[src/rtl/dmem_arbiter.sv]
// Two-port arbiter in front of a single-ported synchronous data memory.
// Ties go to port 0 by default; define DMEM_ARB_RR_EN for round-robin tie-breaking.
module dmem_arbiter #(
    parameter int ADDR_W = 32
) (
    input  logic              clk,
    input  logic              rst,
    input  logic              p0_req,
    input  logic              p0_we,
    input  logic [ADDR_W-1:0] p0_addr,
    input  logic [3:0]        p0_be,
    input  logic [31:0]       p0_wdata,
    input  logic              p1_req,
    input  logic              p1_we,
    input  logic [ADDR_W-1:0] p1_addr,
    input  logic [3:0]        p1_be,
    input  logic [31:0]       p1_wdata,
    output logic              p0_gnt,
    output logic              p1_gnt,
    output logic              p0_rvalid,
    output logic              p1_rvalid,
    output logic [31:0]       rdata,
    output logic              mem_en,
    output logic              mem_we,
    output logic [ADDR_W-3:0] mem_addr,
    output logic [3:0]        mem_be,
    output logic [31:0]       mem_wdata,
    input  logic [31:0]       mem_rdata
);

    // state | meaning
    // IDLE  | waiting for a request; selects and captures the winner
    // ISSUE | memory cycle driven, winner's gnt pulsed
    // RESP  | read data returned, winner's rvalid pulsed
    typedef enum logic [1:0] {
        IDLE  = 2'd0,
        ISSUE = 2'd1,
        RESP  = 2'd2
    } state_t;

    state_t            state_q, state_d;
    logic              win_q, win_d;
    logic              we_q, we_d;
    logic [ADDR_W-3:0] addr_q, addr_d;
    logic [3:0]        be_q, be_d;
    logic [31:0]       wdata_q, wdata_d;
    logic              sel;
    logic              issue, resp;
    logic              unused_addr_lsbs;

    assign unused_addr_lsbs = ^{p0_addr[1:0], p1_addr[1:0]};

`ifdef DMEM_ARB_RR_EN
    logic rr_q, rr_d;   // port that wins the next tie

    always_comb begin
        sel  = ~p0_req;
        if (p0_req && p1_req) begin
            sel = rr_q;
        end
        rr_d = rr_q;
        if (issue) begin
            rr_d = ~win_q;
        end
    end

    always_ff @(posedge clk) begin
        if (rst) begin
            rr_q <= 1'b0;
        end else begin
            rr_q <= rr_d;
        end
    end
`else
    assign sel = ~p0_req;
`endif

    always_comb begin
        state_d = state_q;
        win_d   = win_q;
        we_d    = we_q;
        addr_d  = addr_q;
        be_d    = be_q;
        wdata_d = wdata_q;
        case (state_q)
            IDLE: begin
                if (p0_req || p1_req) begin
                    state_d = ISSUE;
                    win_d   = sel;
                    if (sel) begin
                        we_d    = p1_we;
                        addr_d  = p1_addr[ADDR_W-1:2];
                        be_d    = p1_be;
                        wdata_d = p1_wdata;
                    end else begin
                        we_d    = p0_we;
                        addr_d  = p0_addr[ADDR_W-1:2];
                        be_d    = p0_be;
                        wdata_d = p0_wdata;
                    end
                end
            end
            ISSUE:   state_d = we_q ? IDLE : RESP;
            RESP:    state_d = IDLE;
            default: state_d = IDLE;
        endcase
    end

    always_ff @(posedge clk) begin
        if (rst) begin
            state_q <= IDLE;
            win_q   <= 1'b0;
            we_q    <= 1'b0;
            addr_q  <= '0;
            be_q    <= '0;
            wdata_q <= '0;
        end else begin
            state_q <= state_d;
            win_q   <= win_d;
            we_q    <= we_d;
            addr_q  <= addr_d;
            be_q    <= be_d;
            wdata_q <= wdata_d;
        end
    end

    // Pulses are masked while rst is high so an aborted transaction never shows a gnt/rvalid.
    assign issue     = (state_q == ISSUE) && !rst;
    assign resp      = (state_q == RESP) && !rst;
    assign p0_gnt    = issue && !win_q;
    assign p1_gnt    = issue && win_q;
    assign p0_rvalid = resp && !win_q;
    assign p1_rvalid = resp && win_q;
    assign rdata     = resp ? mem_rdata : 32'h0;
    assign mem_en    = issue;
    assign mem_we    = issue && we_q;
    assign mem_be    = issue ? be_q : 4'h0;
    assign mem_addr  = addr_q;
    assign mem_wdata = wdata_q;

endmodule

[config.mk]
export PLATFORM = sky130hd
export DESIGN_NAME = dmem_arbiter
export DESIGN_NICKNAME = d
export VERILOG_FILES = /design/src/rtl/dmem_arbiter.sv
export SDC_FILE = /design/constraint.sdc
export NUM_CORES = 1
export LEC_CHECK = 0
export ABC_AREA = 1
export BUFFER_PORTS_ARGS = -buffer_cell sky130_fd_sc_hd__buf_2
export CORE_AREA = 2 2 107 109
export DETAILED_ROUTE_END_ITERATION = 10
export DIE_AREA = 0 0 109 111
export PLACE_DENSITY_LB_ADDON = 0.25
export SLEW_MARGIN = 10
export SYNTH_ARGS = -nofsm -noshare
export SYNTH_HDL_FRONTEND = slang
export SYNTH_SLANG_ARGS = --single-unit
[constraint.sdc]
create_clock -name clk -period 1.6 [get_ports clk]
set_input_delay 0.08 -clock clk [delete_from_list [all_inputs] [get_ports clk]]
set_output_delay 0.08 -clock clk [all_outputs]
set_load 0.02 [all_outputs]
==> run_results.csv, run 1 <==
group,metric,value,unit
floorplanning,initial_core_util,36.1,%
critical_path,crit_required,1520,ps
critical_path,worst_ep_arrival_time,1380,ps
floorplanning,ios,278,
floorplanning,coreArea,11100,um2
clock_network,worstSkewPairLatency,310,ps
power_and_ir_drop,p_per_area,971,nW/um2
synthesis,synthTopCellsByArea,"dfxtp_1 (35%), nand2_1 (32%), nor2_1 (17%), inv_1 (9.7%), buf_2 (2.5%)",
global_routing,grt_max_degree,71,
timing,slew_violations,0,
synthesis,ys_seq_area_share,35.0,%
place,pre_cts_slack,343,ps
status,status,"finished clean",
synthesis,synth_mux_area_share,0,%
timing,min_period_over_period,91.1,%
global_routing,grt_overflow,0,
critical_path,reg2reg_depth,6,
routing,dr.pass1.iters,4,
critical_path,max_stage_delay,320,ps
timing,layout_min_cycle_time,1460,ps
global_routing,grt_pass1_vias,4001,
global_routing,grt_util_all_layers,18.9,%
place,finalWeightedCongestion,0.802,
timing,slew_headroom,68.8,%
timing,worst_slew_pin_slew,468,ps
finish,drive_gt1_share,30.7,%
synthesis,synth_compound_area_share,0.125,%
synthesis,synth_fa_ha_area_share,0,%
synthesis,syn_nets,909,
clock_network,cts_tree,"yes",
routing,vias,4655,
synthesis,yosys.area_share.simple,49.1,%
power_and_ir_drop,finalPower,5.58,mW
synthesis,synth-seq-cells,70,
global_routing,antenna_found_initial,1,
timing,rsz0062_at_grt,"false",
critical_path,crit_path_start_kind,"register",
routing,drc_errors,0,
global_routing,grt_pass1_wl,18.4,mm
routing,drt-wirelength-per-cell,10.3,um
place,dp_hpwl,8.67,mm
timing,post-route-worst-setup-slack,142,ps
place,placed_cell_area,5420,um2
clock_network,cts_buffer_depth,2,
floorplanning,die_y,111,um
finish,stdcell_area,5750,um2
clock_network,numCtsBuffers,9,
critical_path,crit_chain,"inv_1 -> nand3_2 -> buf_4 -> nor2_1 -> buf_2",
synthesis,synth_xor_area_share,0,%
finish,area_growth,43.7,%
synthesis,netlist_instances,735,
routing,viasPerCell,4.09,
synthesis,syn_avg_cell_area,5.44,um2
routing,first_iter_violations,208,
clock_network,cts_sinks,70,
power_and_ir_drop,leakage,3.74,nW
clock_network,root_buffer,"clkbuf_16",
floorplanning,die_area,12100,um2
job,max_cap_viol_count,0,
power_and_ir_drop,worst_ir_drop_vdd,535,uV
synthesis,syn_area,4000,um2
timing,fin_skew,4.14,ps
synthesis,ys_types,16,
synthesis,synth_top_family_by_area,"simple AND/OR/NAND/NOR gates",
clock_network,htree_levels,3,
worst_hold_path,hp-class,"in2reg",
critical_path,path_class,"reg2out",
clock_network,post_cts_buffers,0,
synthesis,synth_top_area_share,35.0,%
critical_path,cpMaxStageDelayCell,"dfxtp_1",
floorplanning,num_rows,39,
synthesis,synth_largest_area_cell,"dfxtp_1",
routing,antenna_left,0,
worst_hold_path,whs_path_depth,5,
timing,setup_viol,0,
place,port_buffers,273,
critical_path,critPathMaxFanout,13,
routing,drt-total-wl,11.7,mm
timing,hold_viol,0,
finish,nNetsFinal,1164,
critical_path,cp-end-kind,"output pin",
clock_network,clk_pin_slew,60,ps
synthesis,yosysWarnings,0,
floorplanning,die_w,109,um
timing,fmax,686,MHz
timing,totalNegativeSetupSlack,0,ps
-- worst paths after layout --
path | startpoint | endpoint | slack [ps]
setup reg to reg | state_q[1] | mem_addr[17] | 430
hold reg to reg | we_q | state_q[1] | 420
hold / removal | p1_addr[4] | mem_addr[2] | 70
setup / recovery | state_q[0] | rdata[21] | 140
-- timing repair --
action	in CTS	in global routing
gates resized for setup	0	2
hold buffers	1	0
endpoints found under the setup margin	0	31
hold endpoints to repair	1	0
-- metal layers --
metal / up-vias / track usage [%] / wire, um / part of all wire, %
met2: 152 / 30.2 / 5260 / 45
met5: - / 0 / 0 / 0
met1: 1904 / 24.8 / 5380 / 46
met4: 0 / 5.30 / 195 / 1.7
met3: 14 / 5.17 / 845 / 7.2
li1: 2585 / - / - / -
-- cell usage after synthesis, drive strengths merged --
library cell	n
nand2	340
dfxtp	70
inv	105
buf	32
clkbuf	7
nor2	179
nand3	1
a21oi	1
-- kinds of logic (layout without fill, tap and decap cells) --
group	after synthesis	in the layout
compound gates	1	1
buf+inv	144	404
simple gates	520	520
flops	70	70
other cells	0	1
-- cells in the final DEF (no fill, tap or decap), drive strengths merged --
cell type and count:
a21oi 1, buf 282, bufinv 1, clkbuf 11
clkinv 1, clkinvlp 3, dfxtp 70, diode 1
dlygate4sd3 1, inv 105, nand2 340, nand3 1
nor2 179
-- state kept, by name, indices dropped and copies added (netlist names) --
signal     cells
be_q           4
state_q        2
mem_wdata     32
mem_addr      30
we_q           1
win_q          1
-- cell type report --
class / instances / area (um2)
clock inverters: 5 / 57.6
repair buffers: 283 / 1480
diodes: 1 / 2.50
fillers: 1188 / 5330
well taps: 143 / 179
inverters: 105 / 397
multi-input cells: 521 / 1980
clock buffers: 11 / 253
flip-flops and latches: 70 / 1400
-- power by group --
group          switching, mW  internal (mW)
Clock                  0.720           1.29
Sequential            0.0904           1.95
Combinational          0.963          0.574
-- through the flow --
stage / hold WS (ps) / util, % / instances
3_3_place_gp: 267 / 48.9 / 1121
6_report: 74.3 / 51.9 / 1139
2_1_floorplan: 152 / - / 735
4_1_cts: 63.2 / 51.8 / 1138
5_1_grt: 84.3 / 51.9 / 1139
3_5_place_dp: 274 / 48.9 / 1121
-- worst max-delay path: cells and delay by family, from the launching register on --
family        cells  cell delay [ps]
flops             1              320
simple gates      2              260
buf+inv           3              480
Power figures use the tool's default switching activity.
==> run 2, diff against run 1 <==
--- a/config.mk
+++ b/config.mk
@@ -5,12 +5,12 @@
 export SDC_FILE = /design/constraint.sdc
 export NUM_CORES = 1
 export LEC_CHECK = 0
-export ABC_AREA = 1
 export BUFFER_PORTS_ARGS = -buffer_cell sky130_fd_sc_hd__buf_2
-export CORE_AREA = 2 2 107 109
+export CORE_AREA = 2 2 108 110
 export DETAILED_ROUTE_END_ITERATION = 10
-export DIE_AREA = 0 0 109 111
+export DIE_AREA = 0 0 110 112
 export PLACE_DENSITY_LB_ADDON = 0.25
+export SETUP_SLACK_MARGIN = 0.3
 export SLEW_MARGIN = 10
 export SYNTH_ARGS = -nofsm -noshare
 export SYNTH_HDL_FRONTEND = slang
==> run_results.csv, run 2 <==
group,metric,value,unit
power_and_ir_drop,p_per_area,923,nW/um2
finish,drive_gt1_share,66.5,%
critical_path,critPathMaxFanout,16,
critical_path,reg2reg_from,"state_q[1]",
place,dp.cells,747,
routing,drc_errors,0,
synthesis,yosysWarnings,0,
finish,nNetsFinal,827,
synthesis,ys_types,15,
routing,drt-total-wl,13.7,mm
timing,totalNegativeSetupSlack,0,ps
floorplanning,initial_core_util,31.5,%
finish,stdcell_area,6530,um2
synthesis,synth_top_family_by_area,"compound AO/OA/AOI/OAI gates",
clock_network,cts_buffer_depth,2,
synthesis,ys_async_sr_fraction,0,%
synthesis,synth_compound_area_share,27.0,%
finish,final_cells,799,
floorplanning,ios,278,
synthesis,synth_largest_area_cell,"dfxtp_1",
place,placed_cell_area,5010,um2
timing,layout_min_cycle_time,1510,ps
status,status,"finished clean",
synthesis,yosys-top-cells-count,"dfxtp_1 (70), a21oi_1 (68), mux2i_1 (67)",
routing,viasPerCell,4.93,
floorplanning,die_area,12300,um2
synthesis,synth_xor_area_share,0,%
clock_network,clk_pin_slew,50,ps
worst_hold_path,hold_path_end,"mem_wdata[3]",
global_routing,grt_util_all_layers,17.6,%
finish,largest_register_ffs,32,
critical_path,crit_required,1520,ps
global_routing,grt_max_degree,70,
power_and_ir_drop,worst_ir_drop_vdd,422,uV
synthesis,syn_nets,537,
timing,fin_skew,4.83,ps
place,port_buffers,273,
synthesis,synth-seq-cells,70,
clock_network,htree_levels,3,
routing,antenna_left,0,
critical_path,worst_ep_arrival_time,1430,ps
timing,slew_headroom,64.4,%
critical_path,reg2reg_depth,6,
finish,fillers,986,
finish,diodes,0,
critical_path,reg2reg_slack,200,ps
worst_hold_path,whs_path_depth,3,
worst_hold_path,min-delay-start,"p1_wdata[3]",
place,finalWeightedCongestion,0.873,
timing,hold_viol,0,
place,dp_hpwl,7.90,mm
clock_network,holdBufCountCts,0,
synthesis,netlist_instances,363,
routing,drt-wirelength-per-cell,17.1,um
clock_network,worstSkewPairLatency,330,ps
synthesis,synth_fa_ha_area_share,0,%
clock_network,cts_sinks,70,
worst_hold_path,hp-class,"in2reg",
synthesis,synth_most_common_cell,"dfxtp_1",
job,max_cap_viol_count,0,
critical_path,r2r_end,"mem_wdata[0]",
critical_path,cp-end-kind,"output pin",
synthesis,syn_area,3520,um2
floorplanning,num_rows,39,
global_routing,antenna_found_initial,1,
clock_network,root_buffer,"clkbuf_16",
synthesis,yosys.area_share.simple,8.53,%
synthesis,synth_mux_area_share,19.1,%
synthesis,synth_top_area_share,39.8,%
timing,min_period_over_period,94.6,%
global_routing,grt_pass1_vias,3637,
timing,setup_viol,0,
timing,slew_violations,0,
synthesis,ys_seq_area_share,39.8,%
routing,vias,3942,
finish,area_growth,85.5,%
synthesis,syn_avg_cell_area,9.69,um2
clock_network,numCtsBuffers,9,
synthesis,synth-edff-count,0,
critical_path,crit_path_start_kind,"register",
floorplanning,die_y,112,um
timing,rsz0062_at_grt,"true",
synthesis,ys.flop_type,"dfxtp_1",
synthesis,synthTopCellsByArea,"dfxtp_1 (40%), mux2i_1 (19%), a211oi_1 (10%), a21oi_1 (9.7%), a211oi_2 (7.1%)",
global_routing,grt_overflow,0,
timing,fmax,660,MHz
global_routing,grt_pass1_wl,17.2,mm
critical_path,path_class,"reg2out",
floorplanning,coreArea,11200,um2
finish,most-common-layout-cells,"buf_2 (230), dfxtp_1 (68), mux2i_1 (67)",
routing,first_iter_violations,231,
finish,final_util,58.4,%
clock_network,cts_tree,"yes",
floorplanning,die_w,110,um
finish,layout_commonest_cell,"buf_2",
routing,dr.pass1.iters,4,
timing,worst_slew_pin_slew,534,ps
power_and_ir_drop,leakage,3.16,nW
run 2: cell count changes in the layout (fill, tap and decap cells not counted), moves of 15 or more:
cell | previous run | this run
a211oi_1 | 0 | 18
a211oi_2 | 0 | 50
a21oi_1 | 1 | 52
a21oi_2 | 0 | 15
and2_4 | 0 | 29
buf_2 | 273 | 230
buf_6 | 0 | 51
inv_1 | 103 | 0
mux2i_1 | 0 | 67
nand2_1 | 337 | 0
nor2_1 | 178 | 0
run 2: critical path, cell delays in order (launching register included):
cell and delay [ps]:
dfxtp_4 350, nor3b_4 220, buf_6 140, buf_16 130, and2_4 150, buf_6 110
run 2: stage by stage:
stage | power [mW] | hold slack, ps | worst slack [ps]
after global placement | 3.50 | 419 | 311
after detailed placement | 3.53 | 429 | 256
after CTS | 5.47 | 82.4 | 78.2
final | 6.03 | 96.7 | 85.8
after global routing | 6.31 | 111 | 22.3
after floorplan | 2.98 | 287 | 282
run 2: kinds of logic after synthesis:
logic type | Yosys count
buffers and inverters | 42
and+or+nand+nor | 48
muxes | 67
DFF | 70
AOI/OAI and AO/OA | 136
run 2: area by class of cell:
| class | count | area [um2] | share of cell area, % |
|---|---|---|---|
| timing repair buffer | 321 | 2400 | 36.8 |
| multi-input combinational | 251 | 2260 | 34.7 |
| sequential | 70 | 1410 | 21.6 |
| clock buffer | 12 | 236 | 3.62 |
| tap | 143 | 179 | 2.74 |
| clock inverter | 2 | 35.0 | 0.537 |
run 2: routing by layer:
metal  wire length (um)  up-vias  track usage (%)
met5                 13        -                0
met4                184        2             7.26
met2               6740      147             28.8
met3                931       14             5.09
met1               5800     1860             21.5
li1                   -     1919                -
run 2: timing repair:
action,in CTS,in global routing
pin swaps,5,38
resized for setup,67,127
endpoints found under the setup margin,42,111
cloned,1,18
buffers inserted,4,15
run 2: worst max path at each step:
stage,start,to,slack (ps),cells after the start
2_1_floorplan,state_q[1],mem_wdata[21],280,5
4_1_cts,state_q[1],rdata[2],80,5
6_report,state_q[1],rdata[13],90,5
5_1_grt,state_q[1],rdata[26],20,5
3_3_place_gp,p0_req,mem_addr[11],310,5
3_5_place_dp,p0_req,mem_wdata[18],260,5
run 2: power breakdown:
group          internal [mW]  total, mW  switching (mW)  leakage [nW]
logic                   1.02       2.08            1.06          2.45
registers               1.95       2.07           0.115         0.584
clock network           1.19       1.88           0.692         0.132
==> run 3, diff against run 2 <==
--- a/config.mk
+++ b/config.mk
@@ -5,10 +5,11 @@
 export SDC_FILE = /design/constraint.sdc
 export NUM_CORES = 1
 export LEC_CHECK = 0
-export BUFFER_PORTS_ARGS = -buffer_cell sky130_fd_sc_hd__buf_2
-export CORE_AREA = 2 2 108 110
+export CORE_AREA = 2 2 107 109
+export CTS_BUF_LIST = sky130_fd_sc_hd__clkbuf_8
 export DETAILED_ROUTE_END_ITERATION = 10
-export DIE_AREA = 0 0 110 112
+export DIE_AREA = 0 0 109 111
+export DONT_BUFFER_PORTS = 1
 export PLACE_DENSITY_LB_ADDON = 0.25
 export SETUP_SLACK_MARGIN = 0.3
 export SLEW_MARGIN = 10
==> run_results.csv, run 3 (synthesis gave the netlist of run 2 again) <==
group,metric,value,unit
power_and_ir_drop,leakage,1.89,nW
finish,multi_input_area,2170,um2
routing,viasPerCell,5.67,
clock_network,cts_sinks,70,
timing,slew_violations,0,
global_routing,grt_overflow,0,
global_routing,use_met2,23.4,%
power_and_ir_drop,seqPwrFrac,44.3,%
timing,post-route-worst-setup-slack,83.0,ps
global_routing,grt_pass1_vias,2702,
floorplanning,die_w,109,um
place,finalWeightedCongestion,0.984,
floorplanning,die_y,111,um
routing,first_iter_violations,137,
power_and_ir_drop,intPower,3.59,mW
timing,min_period_over_period,94.8,%
timing,rsz0062_at_grt,"true",
power_and_ir_drop,p_per_area,1120,nW/um2
finish,final_cells,529,
critical_path,crit_required,1520,ps
routing,drc_errors,0,
global_routing,grt_busiest_layer,"met2",
finish,drive_gt1_share,41.8,%
timing,slew_headroom,65.8,%
clock_network,cts_tree,"yes",
routing,vias,2998,
routing,dr.pass1.iters,4,
power_and_ir_drop,netSwitchingFraction,31.7,%
critical_path,crit_chain,"nor3b_4 -> buf_6 -> and2_2",
routing,antenna_left,0,
clock_network,cts_buffer_depth,2,
timing,layout_min_cycle_time,1520,ps
finish,most-common-layout-cells,"dfxtp_1 (68), mux2i_1 (67), a21oi_1 (61)",
job,max_cap_viol_count,0,
finish,fillers,1084,
global_routing,grt_util_met3,5.94,%
power_and_ir_drop,switching_power,1.67,mW
clock_network,root_buffer,"clkbuf_8",
place,dp.cells,475,
routing,drt-total-wl,12.7,mm
critical_path,critPathBufInv,1,
global_routing,antenna_found_initial,3,
clock_network,numCtsBuffers,9,
global_routing,gr-usage-met1,20.5,%
floorplanning,num_rows,39,
timing,worst_slew_pin_slew,513,ps
status,violations,"negative hold slack",
timing,hold_viol,69,
worst_hold_path,hp-class,"in2reg",
timing,fin_skew,6.61,ps
critical_path,cp-end-kind,"output pin",
global_routing,grt_pass1_wl,14.7,mm
critical_path,crit_path_start_kind,"register",
critical_path,cpMaxStageDelayCell,"dfxtp_4",
clock_network,worstSkewPairLatency,350,ps
clock_network,htree_levels,3,
finish,largest_register_ffs,32,
finish,layout_commonest_cell,"dfxtp_1",
finish,area_growth,33.9,%
floorplanning,ios,278,
floorplanning,die_area,12100,um2
critical_path,path_class,"reg2out",
finish,ff_latch_area,1410,um2
place,dp_hpwl,6.78,mm
global_routing,grt_util_all_layers,15.8,%
critical_path,critPathMaxFanout,17,
timing,setup_viol,0,
clock_network,clk_pin_slew,70,ps
critical_path,max_stage_delay,370,ps
power_and_ir_drop,clkPwrFrac,31.5,%
timing,timing.hold.ws,-213,ps
finish,nNetsFinal,554,
routing,drt-wirelength-per-cell,24.0,um
timing,totalNegativeSetupSlack,0,ps
power_and_ir_drop,p_comb_share,24.2,%
floorplanning,initial_core_util,31.8,%
place,pre_cts_slack,342,ps
place,port_buffers,0,
timing,fmax,659,MHz
status,status,"complete, but fails checks",
global_routing,grt_max_degree,72,
critical_path,crit_family,"simple AND/OR/NAND/NOR gates",
floorplanning,coreArea,11100,um2
power_and_ir_drop,finalPower,5.25,mW
critical_path,worst_ep_arrival_time,1440,ps
power_and_ir_drop,worst_ir_drop_vdd,539,uV
run 3: changes by cell type in the layout (fill, tap and decap cells not counted), sizes merged:
cell	before	now
clkbuf	23	21
clkinv	1	2
clkinvlp	0	1
buf	310	38
bufinv	1	2
diode	0	1
run 3: worst paths after layout:
check / from / to / slack, ps / cells after the start
min: rst / mem_addr[25] / -210 / 1
min reg2reg: we_q / state_q[1] / 450 / 1
max: state_q[1] / rdata[2] / 80 / 3
max reg2reg: state_q[1] / be_q[2] / 200 / 6
run 3: area by class of cell:
class,instances,area share [%]
diodes,1,0.0531
clock buffers,11,3.21
clock inverters,5,1.73
multi-input cells,251,46.1
flip-flops and latches,70,29.9
well taps,143,3.80
repair buffers,48,15.2
run 3: timing repair:
action | CTS | global route
gates cloned | 3 | 18
pin swaps | 5 | 33
setup buffers | 2 | 14
endpoints found under the hold margin | 69 | 69
gates resized for setup | 60 | 60
endpoints found under the setup margin | 42 | 111
run 3: through the flow:
stage	utilization [%]	hold WS (ps)	area, um2
after floorplan	-	287	3520
after global placement	32.8	160	3630
after detailed placement	32.8	160	3630
after CTS	36.0	-229	3990
after global routing	42.5	-235	4710
final	42.5	-213	4710
run 3: routing by layer:
metal | wire, um | up-vias | share of wire, %
li1 | - | 1383 | -
met1 | 5430 | 1438 | 43
met5 | 10 | - | 0.079
met3 | 1070 | 14 | 8.4
met2 | 5980 | 161 | 47
met4 | 191 | 2 | 1.5
run 3: power groups by stage:
| stage | combinational, mW | clock (mW) | sequential, mW |
|---|---|---|---|
| 2_1_floorplan | 0.672 | 0 | 2.31 |
| 3_3_place_gp | 0.713 | 0 | 2.36 |
| 3_5_place_dp | 0.730 | 0 | 2.36 |
| 4_1_cts | 0.748 | 1.70 | 2.32 |
| 5_1_grt | 1.36 | 1.77 | 2.35 |
| 6_report | 1.27 | 1.66 | 2.33 |
